===== src/rtl/cpu_host_ctrl.sv =====
// cpu_host_ctrl: host-side sequencer around a CPU run.
// A run preloads a byte stream into data memory and raises req for the CPU.
// It waits for a fresh done level, with a timeout, then streams back a
// window of data memory and pulses complete.
module cpu_host_ctrl #(
    parameter int AW = 8,
    parameter int TW = 12
) (
    input  logic          clk,
    input  logic          reset,
    input  logic          start,
    input  logic [AW-1:0] ld_base,
    input  logic [AW-1:0] ld_len,
    input  logic [AW-1:0] rd_base,
    input  logic [AW-1:0] rd_len,
    input  logic          src_valid,
    input  logic [7:0]    src_data,
    output logic          src_ready,
    output logic [AW-1:0] mem_addr,
    output logic          mem_wr_en,
    output logic [7:0]    mem_wdata,
    input  logic [7:0]    mem_rdata,
    output logic          req,
    input  logic          done,
    output logic          res_valid,
    output logic [7:0]    res_data,
    input  logic          res_ready,
    output logic          busy,
    output logic          complete,
    output logic [1:0]    status
);

    typedef enum logic [2:0] {
        S_IDLE,
        S_LOAD,
        S_WAIT,
        S_RD_ADDR,
        S_RD_DATA,
        S_RD_OUT,
        S_FINISH
    } state_t;

    // The timer is tested on the cycle it increments, so seeing 2^TW-2
    // means this WAIT cycle is the (2^TW-1)th one.
    localparam logic [TW-1:0] TIMER_PRE = {{(TW-1){1'b1}}, 1'b0};

    localparam logic [1:0] STATUS_OK      = 2'b00;
    localparam logic [1:0] STATUS_TIMEOUT = 2'b01;

    state_t        r_state;
    state_t        w_nextState;

    logic [AW-1:0] r_ldBase;
    logic [AW-1:0] r_ldLen;
    logic [AW-1:0] r_rdBase;
    logic [AW-1:0] r_rdLen;
    logic [AW-1:0] r_cnt;
    logic [TW-1:0] r_timer;
    logic          r_armed;
    logic          r_req;
    logic [1:0]    r_status;
    logic [7:0]    r_resData;

    logic          w_srcFire;
    logic          w_resFire;
    logic          w_ldLast;
    logic          w_rdLast;
    logic          w_doneAccept;
    logic          w_timeout;

    assign w_srcFire    = (r_state == S_LOAD) && src_valid;
    assign w_resFire    = (r_state == S_RD_OUT) && res_ready;
    assign w_ldLast     = (r_cnt == r_ldLen - AW'(1));
    assign w_rdLast     = (r_cnt == r_rdLen - AW'(1));
    assign w_doneAccept = (r_state == S_WAIT) && r_armed && done;
    assign w_timeout    = (r_state == S_WAIT) && (r_timer == TIMER_PRE);

    assign req      = r_req;
    assign status   = r_status;
    assign res_data = r_resData;

    // State register; reset abandons any run in progress.
    always_ff @(posedge clk or negedge reset) begin
        if (!reset) begin
            r_state <= S_IDLE;
        end else begin
            r_state <= w_nextState;
        end
    end

    // Next-state selection; an accepted done takes priority over timeout.
    always_comb begin
        w_nextState = r_state;
        case (r_state)
            S_IDLE: begin
                if (start) begin
                    w_nextState = (ld_len != '0) ? S_LOAD : S_WAIT;
                end
            end
            S_LOAD: begin
                if (w_srcFire && w_ldLast) begin
                    w_nextState = S_WAIT;
                end
            end
            S_WAIT: begin
                if (w_doneAccept) begin
                    w_nextState = (r_rdLen != '0) ? S_RD_ADDR : S_FINISH;
                end else if (w_timeout) begin
                    w_nextState = S_FINISH;
                end
            end
            S_RD_ADDR: w_nextState = S_RD_DATA;
            S_RD_DATA: w_nextState = S_RD_OUT;
            S_RD_OUT: begin
                if (w_resFire) begin
                    w_nextState = w_rdLast ? S_FINISH : S_RD_ADDR;
                end
            end
            S_FINISH: w_nextState = S_IDLE;
            default:  w_nextState = S_IDLE;
        endcase
    end

    // Per-state outputs; everything idles at zero so reset shows clean values.
    always_comb begin
        src_ready = 1'b0;
        mem_wr_en = 1'b0;
        mem_addr  = '0;
        mem_wdata = '0;
        res_valid = 1'b0;
        busy      = 1'b1;
        complete  = 1'b0;
        case (r_state)
            S_IDLE: busy = 1'b0;
            S_LOAD: begin
                src_ready = 1'b1;
                mem_addr  = r_ldBase + r_cnt;
                if (src_valid) begin
                    mem_wr_en = 1'b1;
                    mem_wdata = src_data;
                end
            end
            S_RD_ADDR: mem_addr  = r_rdBase + r_cnt;
            S_RD_OUT:  res_valid = 1'b1;
            S_FINISH:  complete  = 1'b1;
            default: ;
        endcase
    end

    // req is a registered copy of "next state is WAIT" so it is glitch-free.
    always_ff @(posedge clk or negedge reset) begin
        if (!reset) begin
            r_req <= 1'b0;
        end else begin
            r_req <= (w_nextState == S_WAIT);
        end
    end

    // Run parameters, byte counter, timer, arming and result registers.
    always_ff @(posedge clk or negedge reset) begin
        if (!reset) begin
            r_ldBase  <= '0;
            r_ldLen   <= '0;
            r_rdBase  <= '0;
            r_rdLen   <= '0;
            r_cnt     <= '0;
            r_timer   <= '0;
            r_armed   <= 1'b0;
            r_status  <= STATUS_OK;
            r_resData <= '0;
        end else begin
            case (r_state)
                S_IDLE: begin
                    if (start) begin
                        r_ldBase <= ld_base;
                        r_ldLen  <= ld_len;
                        r_rdBase <= rd_base;
                        r_rdLen  <= rd_len;
                        r_cnt    <= '0;
                        r_timer  <= '0;
                        r_armed  <= 1'b0;
                        r_status <= STATUS_OK;
                    end
                end
                S_LOAD: begin
                    if (w_srcFire) begin
                        if (w_ldLast) begin
                            r_cnt   <= '0;
                            r_timer <= '0;
                        end else begin
                            r_cnt <= r_cnt + AW'(1);
                        end
                    end
                end
                S_WAIT: begin
                    r_timer <= r_timer + TW'(1);
                    if (!done) begin
                        r_armed <= 1'b1;
                    end
                    if (w_timeout && !w_doneAccept) begin
                        r_status <= STATUS_TIMEOUT;
                    end
                end
                S_RD_DATA: r_resData <= mem_rdata;
                S_RD_OUT: begin
                    if (w_resFire) begin
                        r_cnt <= r_cnt + AW'(1);
                    end
                end
                default: ;
            endcase
        end
    end

endmodule


===== config.mk =====
export PLATFORM = sky130hd
export DESIGN_NAME = cpu_host_ctrl
export DESIGN_NICKNAME = d
export VERILOG_FILES = /design/src/rtl/cpu_host_ctrl.sv
export SDC_FILE = /design/constraint.sdc
export NUM_CORES = 1
export LEC_CHECK = 0
export CELL_PAD_IN_SITES_DETAIL_PLACEMENT = 0
export CELL_PAD_IN_SITES_GLOBAL_PLACEMENT = 1
export CORE_UTILIZATION = 36
export CTS_BUF_LIST = sky130_fd_sc_hd__clkbuf_2 sky130_fd_sc_hd__clkbuf_4 sky130_fd_sc_hd__clkbuf_8
export CTS_CLUSTER_DIAMETER = 120
export DETAILED_ROUTE_END_ITERATION = 7
export PLACE_DENSITY_LB_ADDON = 0.1
export SETUP_SLACK_MARGIN = 0.15
export SYNTH_ARGS = -nofsm -noshare
export SYNTH_HDL_FRONTEND = slang
export SYNTH_SLANG_ARGS = --single-unit

===== constraint.sdc =====
create_clock -name clk -period 2.9 [get_ports clk]
set_input_delay 0.435 -clock clk [delete_from_list [all_inputs] [get_ports clk]]
set_output_delay 0.435 -clock clk [all_outputs]
set_load 0.005 [all_outputs]

==> flow_summary.yaml, run 1 <==
logic_synthesis:
  synth-compound-area-share_pct: 14.6
  synth.yosys.seq_area_share_pct: 41.6
  synth_nets: 469
  synth_top_family_by_area: "simple AND/OR/NAND/NOR gates"
  yosys.area_share.simple_pct: 18.2
  synth_fa_ha_area_share_pct: 4.60
  syn_inst: 401
  async_flop_share_pct: 100
  yosys_warnings: 0
  yosysUniqueCellTypes: 57
  syn_area_per_cell_um2: 9.89
  synth_seq_cells: 66
  synth_xor_area_share_pct: 5.08
  synthMuxAreaShare_pct: 12.4
  synth_edf_count: 0
  synth_ff_type: "dfrtp_1"
  netlist_area_um2: 3970
timing:
  fin_skew_ns: 0.0138
  holdWs_ns: 0.276
  finalMaxSlewViolations: 0
  hold_viol: 0
  worstMarginPinSlew_ns: 0.853
  slew_headroom_pct: 43.2
  finalCriticalPeriod_ns: 3.24
  grt_setup_unrepaired: "true"
  fin_ws_ns: -0.342
  setup_viol: 4
  min_period_over_period_pct: 112
  clock.fmax_ghz: 0.308
  setup-tns-final_ns: -0.994
final_layout:
  n_fill_cell: 973
  drive_gt1_share_pct: 27.2
  antennaDiodeCount: 0
  multiInputGateArea_um2: 2350
  nNetsFinal: 597
  register_area_um2: 1650
  area_delta_synth_final_pct: 42.6
  layout_common_cells: "clkdlybuf4s50_1 (75), dfrtp_1 (66), buf_4 (42)"
  layout_commonest_cell: "clkdlybuf4s50_1"
  stdcell_count: 670
drt:
  drt-total-wl_mm: 10.5
  antenna_left: 0
  vias: 3509
  drcViolationCount: 0
  wl_per_cell_um: 15.7
  vias_per_cell: 5.24
  drt-initial-drc-count: 160
  firstDrtPassIters: 4
global_route:
  grt_max_degree: 67
  globalRoute.busiestLayer: "met2"
  grt-ovfl-total: 0
  grtUsageMet2_pct: 31.1
  antenna_found_initial: 0
  grt_pass1_vias: 3417
  track_usage_pct: 19.3
  use_met1_pct: 25.5
  grt_first_pass_wirelength_mm: 16.8
  grtUsageMet3_pct: 4.56
cts:
  cts_buffers: 9
  cts_root_buf: "clkbuf_8"
  clock-sinks: 66
  ctsHoldBuffers: 0
  cts_tree: "built"
  worstSkewPairLatency_ns: 0.36
  htreeDepth: 3
  path_clk_slew_ns: 0.08
  cts_max_path_buffers: 2
place:
  gp_congestion: 0.782
  dp_hpwl_mm: 7.65
  placed_cells: 638
  port_buffers: 84
critical_path:
  criticalPathCategory: "register to output port"
  reg2reg_to: "r_cnt[7]"
  arrival_ns: 2.81
  cp.required_ns: 2.47
  critPathCaptureType: "output port"
  startpoint_type: "register"
  critPathSlowestCell: "dfrtp_1"
  rrSetupSlack_ns: 0.22
  reg2regPathDepth: 10
  slowest_delay_ns: 0.41
  worstPathMaxFanout: 3
  worstPathCellList: "nor2b_4, nand2_4, buf_6, mux2_4, ha_4, buf_6, nor2b_4, o21ai_1, nand2b_1, a21o_1, a21oi_2, xor2_1, nor2_1, buf_2"
  crit-reg2reg-launch: "r_ldLen[0]"
  crit_start: "r_state[2]"
power_and_ir_drop:
  clkPwrFrac_pct: 14.1
  power_leakage_nw: 2.44
  p_per_area_nw_per_um2: 1080
  switching_power_w: 0.00232
  p_sw_share_pct: 37.9
  pwr-share-comb_pct: 59.3
  power.internal_w: 0.00381
  seqPwrFrac_pct: 26.6
  ir_drop_v: 0.000842
status:
  violations: "negative setup slack"
  status: "complete, but fails checks"
die:
  core-area_um2: 10500
  die_h_um: 107
  die_w_um: 107
  rows: 37
  fp.dieArea_um2: 11400
  start_util_pct: 37.8
  ioPinCount: 86
flow_run:
  maxCapViolations: 0
hold_path:
  hp-class: "primary input to asynchronous set/reset pin"
==> routing by layer <==
layer	vias to the layer above	part of all wire, %
met1	1719	47
met4	0	0.63
met2	81	48
met3	6	4.4
met5	-	0
li1	1703	-
==> worst max-delay path: cells and delay by family (launching register included) <==
| family | cells | cell delay (ns) |
|---|---|---|
| AND/OR/NAND/NOR | 5 | 0.50 |
| flip-flops | 1 | 0.41 |
| AO/OA/AOI/OAI | 3 | 0.49 |
| buffers and inverters | 3 | 0.37 |
| adder cells (fa/ha/maj) | 1 | 0.22 |
| multiplexers | 1 | 0.30 |
| XOR/XNOR | 1 | 0.16 |
==> registers in the layout, summed over array words and instances (netlist names) <==
name and cells:
r_timer 12, r_rdLen 8, r_ldBase 8, r_armed 1
req 1, res_data 8, status 1, r_ldLen 8
r_cnt 8, r_state 3, r_rdBase 8
==> logic make-up (layout without fill, tap and decap cells) <==
logic type               Yosys count  count (layout)
AO/OA/AOI/OAI                     85              85
multiplexers                      44              44
other                              1               1
buffers and inverters             34             167
flip-flops                        66              66
adder cells (fa/ha/maj)           14              14
XOR/XNOR                          23              23
AND/OR/NAND/NOR                  134             134
==> through the flow <==
| step | power, W | util [%] | cell area, µm² | worst slack [ns] |
|---|---|---|---|---|
| global placement | 0.00498 | 49.6 | 5210 | -0.367 |
| floorplan | 0.00354 | - | 4030 | 0.00415 |
| CTS | 0.00594 | 52.2 | 5480 | -0.323 |
| finish | 0.00613 | 53.8 | 5660 | -0.342 |
| global route | 0.00661 | 53.8 | 5660 | -0.483 |
| detailed placement | 0.00503 | 49.6 | 5210 | -0.400 |
==> final cells by class <==
cell class / count / area share, %
Multi-Input combinational cell: 301 / 41.5
Sequential cell: 66 / 29.2
Timing Repair Buffer: 133 / 21.2
Tap cell: 136 / 3.01
Clock buffer: 9 / 2.19
Clock inverter: 7 / 1.66
Inverter: 18 / 1.26
==> power by group through the flow <==
stage	Clock [W]	Combinational (W)	Sequential, W
final	0.000867	0.00363	0.00163
after global routing	0.000931	0.00399	0.00169
after CTS	0.000900	0.00341	0.00162
after detailed placement	0	0.00340	0.00164
after global placement	0	0.00335	0.00164
after floorplan	0	0.00197	0.00158
==> worst max-delay path by stage <==
| stage | slack (ns) | cells past startpoint | end |
|---|---|---|---|
| after CTS | -0.32 | 14 | mem_addr[6] |
| after global placement | -0.37 | 12 | mem_addr[7] |
| after floorplan | 0.004 | 12 | mem_addr[7] |
| after global routing | -0.48 | 14 | mem_addr[6] |
| final | -0.34 | 14 | mem_addr[6] |
| after detailed placement | -0.40 | 12 | mem_addr[7] |
==> what timing repair did <==
item                                    4_1_cts  5_1_grt
resized for setup                            41       20
setup buffers                                 4       11
endpoints found under the setup margin       16       25
pin swaps                                    14        9
cloned                                        0        1
endpoints found under the hold margin         0        0
==> synth_stat cells (4+ instances only) <==
master / n / share of area [%]
dfrtp_1: 66 / 42
mux2_2: 42 / 12
nor2_1: 27 / 2.6
nand2_1: 22 / 2.1
o21ai_0: 19 / 2.4
inv_1: 17 / 1.6
a21oi_1: 16 / 2.0
xnor2_1: 16 / 3.5
clkbuf_1: 13 / 1.2
ha_1: 13 / 4.1
nor3_1: 13 / 1.6
and2_1: 12 / 1.9
a31oi_1: 11 / 1.7
and3_1: 9 / 1.4
nand2b_1: 7 / 1.1
nand4_1: 7 / 1.1
nor2b_1: 7 / 1.1
xor2_1: 7 / 1.5
nand3_1: 6 / 0.76
nor4_1: 6 / 0.95
nand3b_1: 5 / 0.95
nor3b_1: 5 / 0.95
a211oi_1: 4 / 0.76
a41oi_1: 4 / 0.88
o21a_1: 4 / 0.76
o2bb2ai_1: 4 / 0.88
Power figures use the tool's default switching activity.
==> inputs of run 2 (changes only) <==
- PLACE_DENSITY: not set -> 0.87
- PLACE_DENSITY_LB_ADDON: 0.1 -> not set
==> run 2 against run 1 <==
The flow still finishes with violations (negative setup slack). Critical path depth decreased by 1. First-iteration DRC count increased by 76%. Total power decreased by 1.5%. Non-clock buffer count decreased by 6. Critical path type unchanged. Largest power group unchanged.
==> flow_summary.yaml, run 2 (synthesis gave the netlist of run 1 again) <==
final_layout:
  drive_gt1_share_pct: 24.1
  largest_reg_flops: 12
  final_cell_area_um2: 5560
  layout_commonest_cell: "clkdlybuf4s50_1"
  area_delta_synth_final_pct: 40.1
  antennaDiodeCount: 0
  utilization_pct: 52.9
  layout_common_cells: "clkdlybuf4s50_1 (76), dfrtp_1 (66), mux2_2 (40), buf_4 (40), nor2_1 (25)"
  regMostFlops: "r_timer"
  nNetsFinal: 591
critical_path:
  arrival_ns: 2.75
  setup.worst_path.end: "mem_addr[6]"
  crit-reg2reg-launch: "r_ldLen[1]"
  cp.required_ns: 2.47
  critPathCaptureType: "output port"
  critPathSlowestCell: "dfrtp_1"
  critPathBufInv: 2
  path_depth: 13
  cp_top_family: "simple AND/OR/NAND/NOR gates"
  rrSetupSlack_ns: 0.23
  crit_start: "r_state[2]"
  slowest_delay_ns: 0.41
  worstPathCellList: "nor2b_4, nand2_4, buf_6, mux2_4, ha_4, nor2b_2, o21ai_1, nand2b_1, a21o_1, a21oi_2, xor2_1, nor2_1, buf_2"
  reg2reg_to: "r_cnt[4]"
  reg2regPathDepth: 10
  worstPathMaxFanout: 3
  criticalPathCategory: "register to output port"
  startpoint_type: "register"
place:
  port_buffers: 84
  placed_area_um2: 5230
  gp_congestion: 0.813
  dp_hpwl_mm: 7.56
drt:
  drcViolationCount: 0
  drt-total-wl_mm: 10.2
  wl_met2_mm: 4.92
  wl_per_cell_um: 15.4
  vias: 3519
  antenna_left: 0
  drt-initial-drc-count: 282
  firstDrtPassIters: 5
  route.layer.met1.wl_mm: 4.57
  wl_met3_um: 589
  top_layer: "met4"
  vias_per_cell: 5.30
status:
  violations: "negative setup slack"
  status: "complete, but fails checks"
timing:
  grt_setup_unrepaired: "true"
  worstMarginPinSlew_ns: 0.800
  finalCriticalPeriod_ns: 3.19
  min_period_over_period_pct: 110
  hold_viol: 0
  finalMaxSlewViolations: 0
  clock.fmax_ghz: 0.314
  slew_headroom_pct: 46.7
  setup_viol: 6
  fin_ws_ns: -0.288
  fin_skew_ns: 0.00954
die:
  die_w_um: 107
  fp.dieArea_um2: 11400
  die_h_um: 107
  rows: 37
  ioPinCount: 86
  core-area_um2: 10500
  start_util_pct: 37.8
power_and_ir_drop:
  total_power_w: 0.00604
  ir_drop_v: 0.000873
  p_per_area_nw_per_um2: 1090
  power_leakage_nw: 2.40
cts:
  htreeDepth: 3
  clock-sinks: 66
  cts_buffers: 9
  cts_root_buf: "clkbuf_8"
  worstSkewPairLatency_ns: 0.34
  cts_tree: "built"
  path_clk_slew_ns: 0.08
  cts_max_path_buffers: 2
global_route:
  track_usage_pct: 18.3
  antenna_found_initial: 0
  grt_pass1_vias: 3351
  grt_first_pass_wirelength_mm: 16.5
  grt_max_degree: 41
  grt-ovfl-total: 0
flow_run:
  maxCapViolations: 0
hold_path:
  hp-class: "primary input to asynchronous set/reset pin"
## run 2: cell types whose count changed in the layout (fill, tap and decap cells not counted), sizes merged
cell           delta
buf               -8
clkbuf            +2
clkinv            -1
clkdlybuf4s50     +1
clkdlybuf4s15     +1
dlymetal6s2s      -1
clkinvlp          -1
dlygate4sd2       +1
## run 2: how the worst min path moves through the flow
stage	from	endpoint	slack, ns
6_report	reset	r_timer[5]	0.17
4_1_cts	reset	r_timer[5]	0.20
5_1_grt	reset	r_timer[5]	0.22
2_1_floorplan	reset	r_armed	0.14
3_5_place_dp	res_data[7]	res_data[7]	0.49
3_3_place_gp	status[0]	status[0]	0.49
## run 2: stage by stage
stage | setup slack, ns | setup TNS (ns) | hold slack (ns) | std cells
final | -0.288 | -0.968 | 0.167 | 664
after global routing | -0.430 | -1.71 | 0.222 | 664
after CTS | -0.275 | -0.758 | 0.196 | 657
after detailed placement | -0.376 | -0.771 | 0.494 | 637
after global placement | -0.339 | -0.587 | 0.487 | 637
after floorplan | 0.00415 | 0 | 0.139 | 401
## run 2: where the power goes
| group | switching [W] | leakage, nW | internal (W) |
|---|---|---|---|
| registers | 0.000331 | 0.823 | 0.00130 |
| clock network | 0.000364 | 0.113 | 0.000515 |
| logic | 0.00157 | 1.46 | 0.00196 |
| total | 0.00227 | 2.40 | 0.00377 |
## run 2: what timing repair did
action                                  in CTS  in global routing
resized for setup                           31                  6
pin swaps                                   11                 10
setup buffers                                4                  7
hold buffers                                 0                  0
endpoints found under the setup margin       8                 22
## run 2: layout make-up
cell class | count | area (µm²)
multi-input cells | 301 | 2280
clock buffers | 11 | 145
fillers | 941 | 4950
repair buffers | 127 | 1160
well taps | 136 | 170
clock inverters | 5 | 77.6
inverters | 18 | 73.8
flip-flops and latches | 66 | 1650
## run 2: layer usage
| layer | vias up | track usage (%) |
|---|---|---|
| li1 | 1698 | - |
| met1 | 1702 | 24.7 |
| met2 | 108 | 28.9 |
| met3 | 11 | 4.26 |
| met4 | 0 | 5.97 |
| met5 | - | 0 |
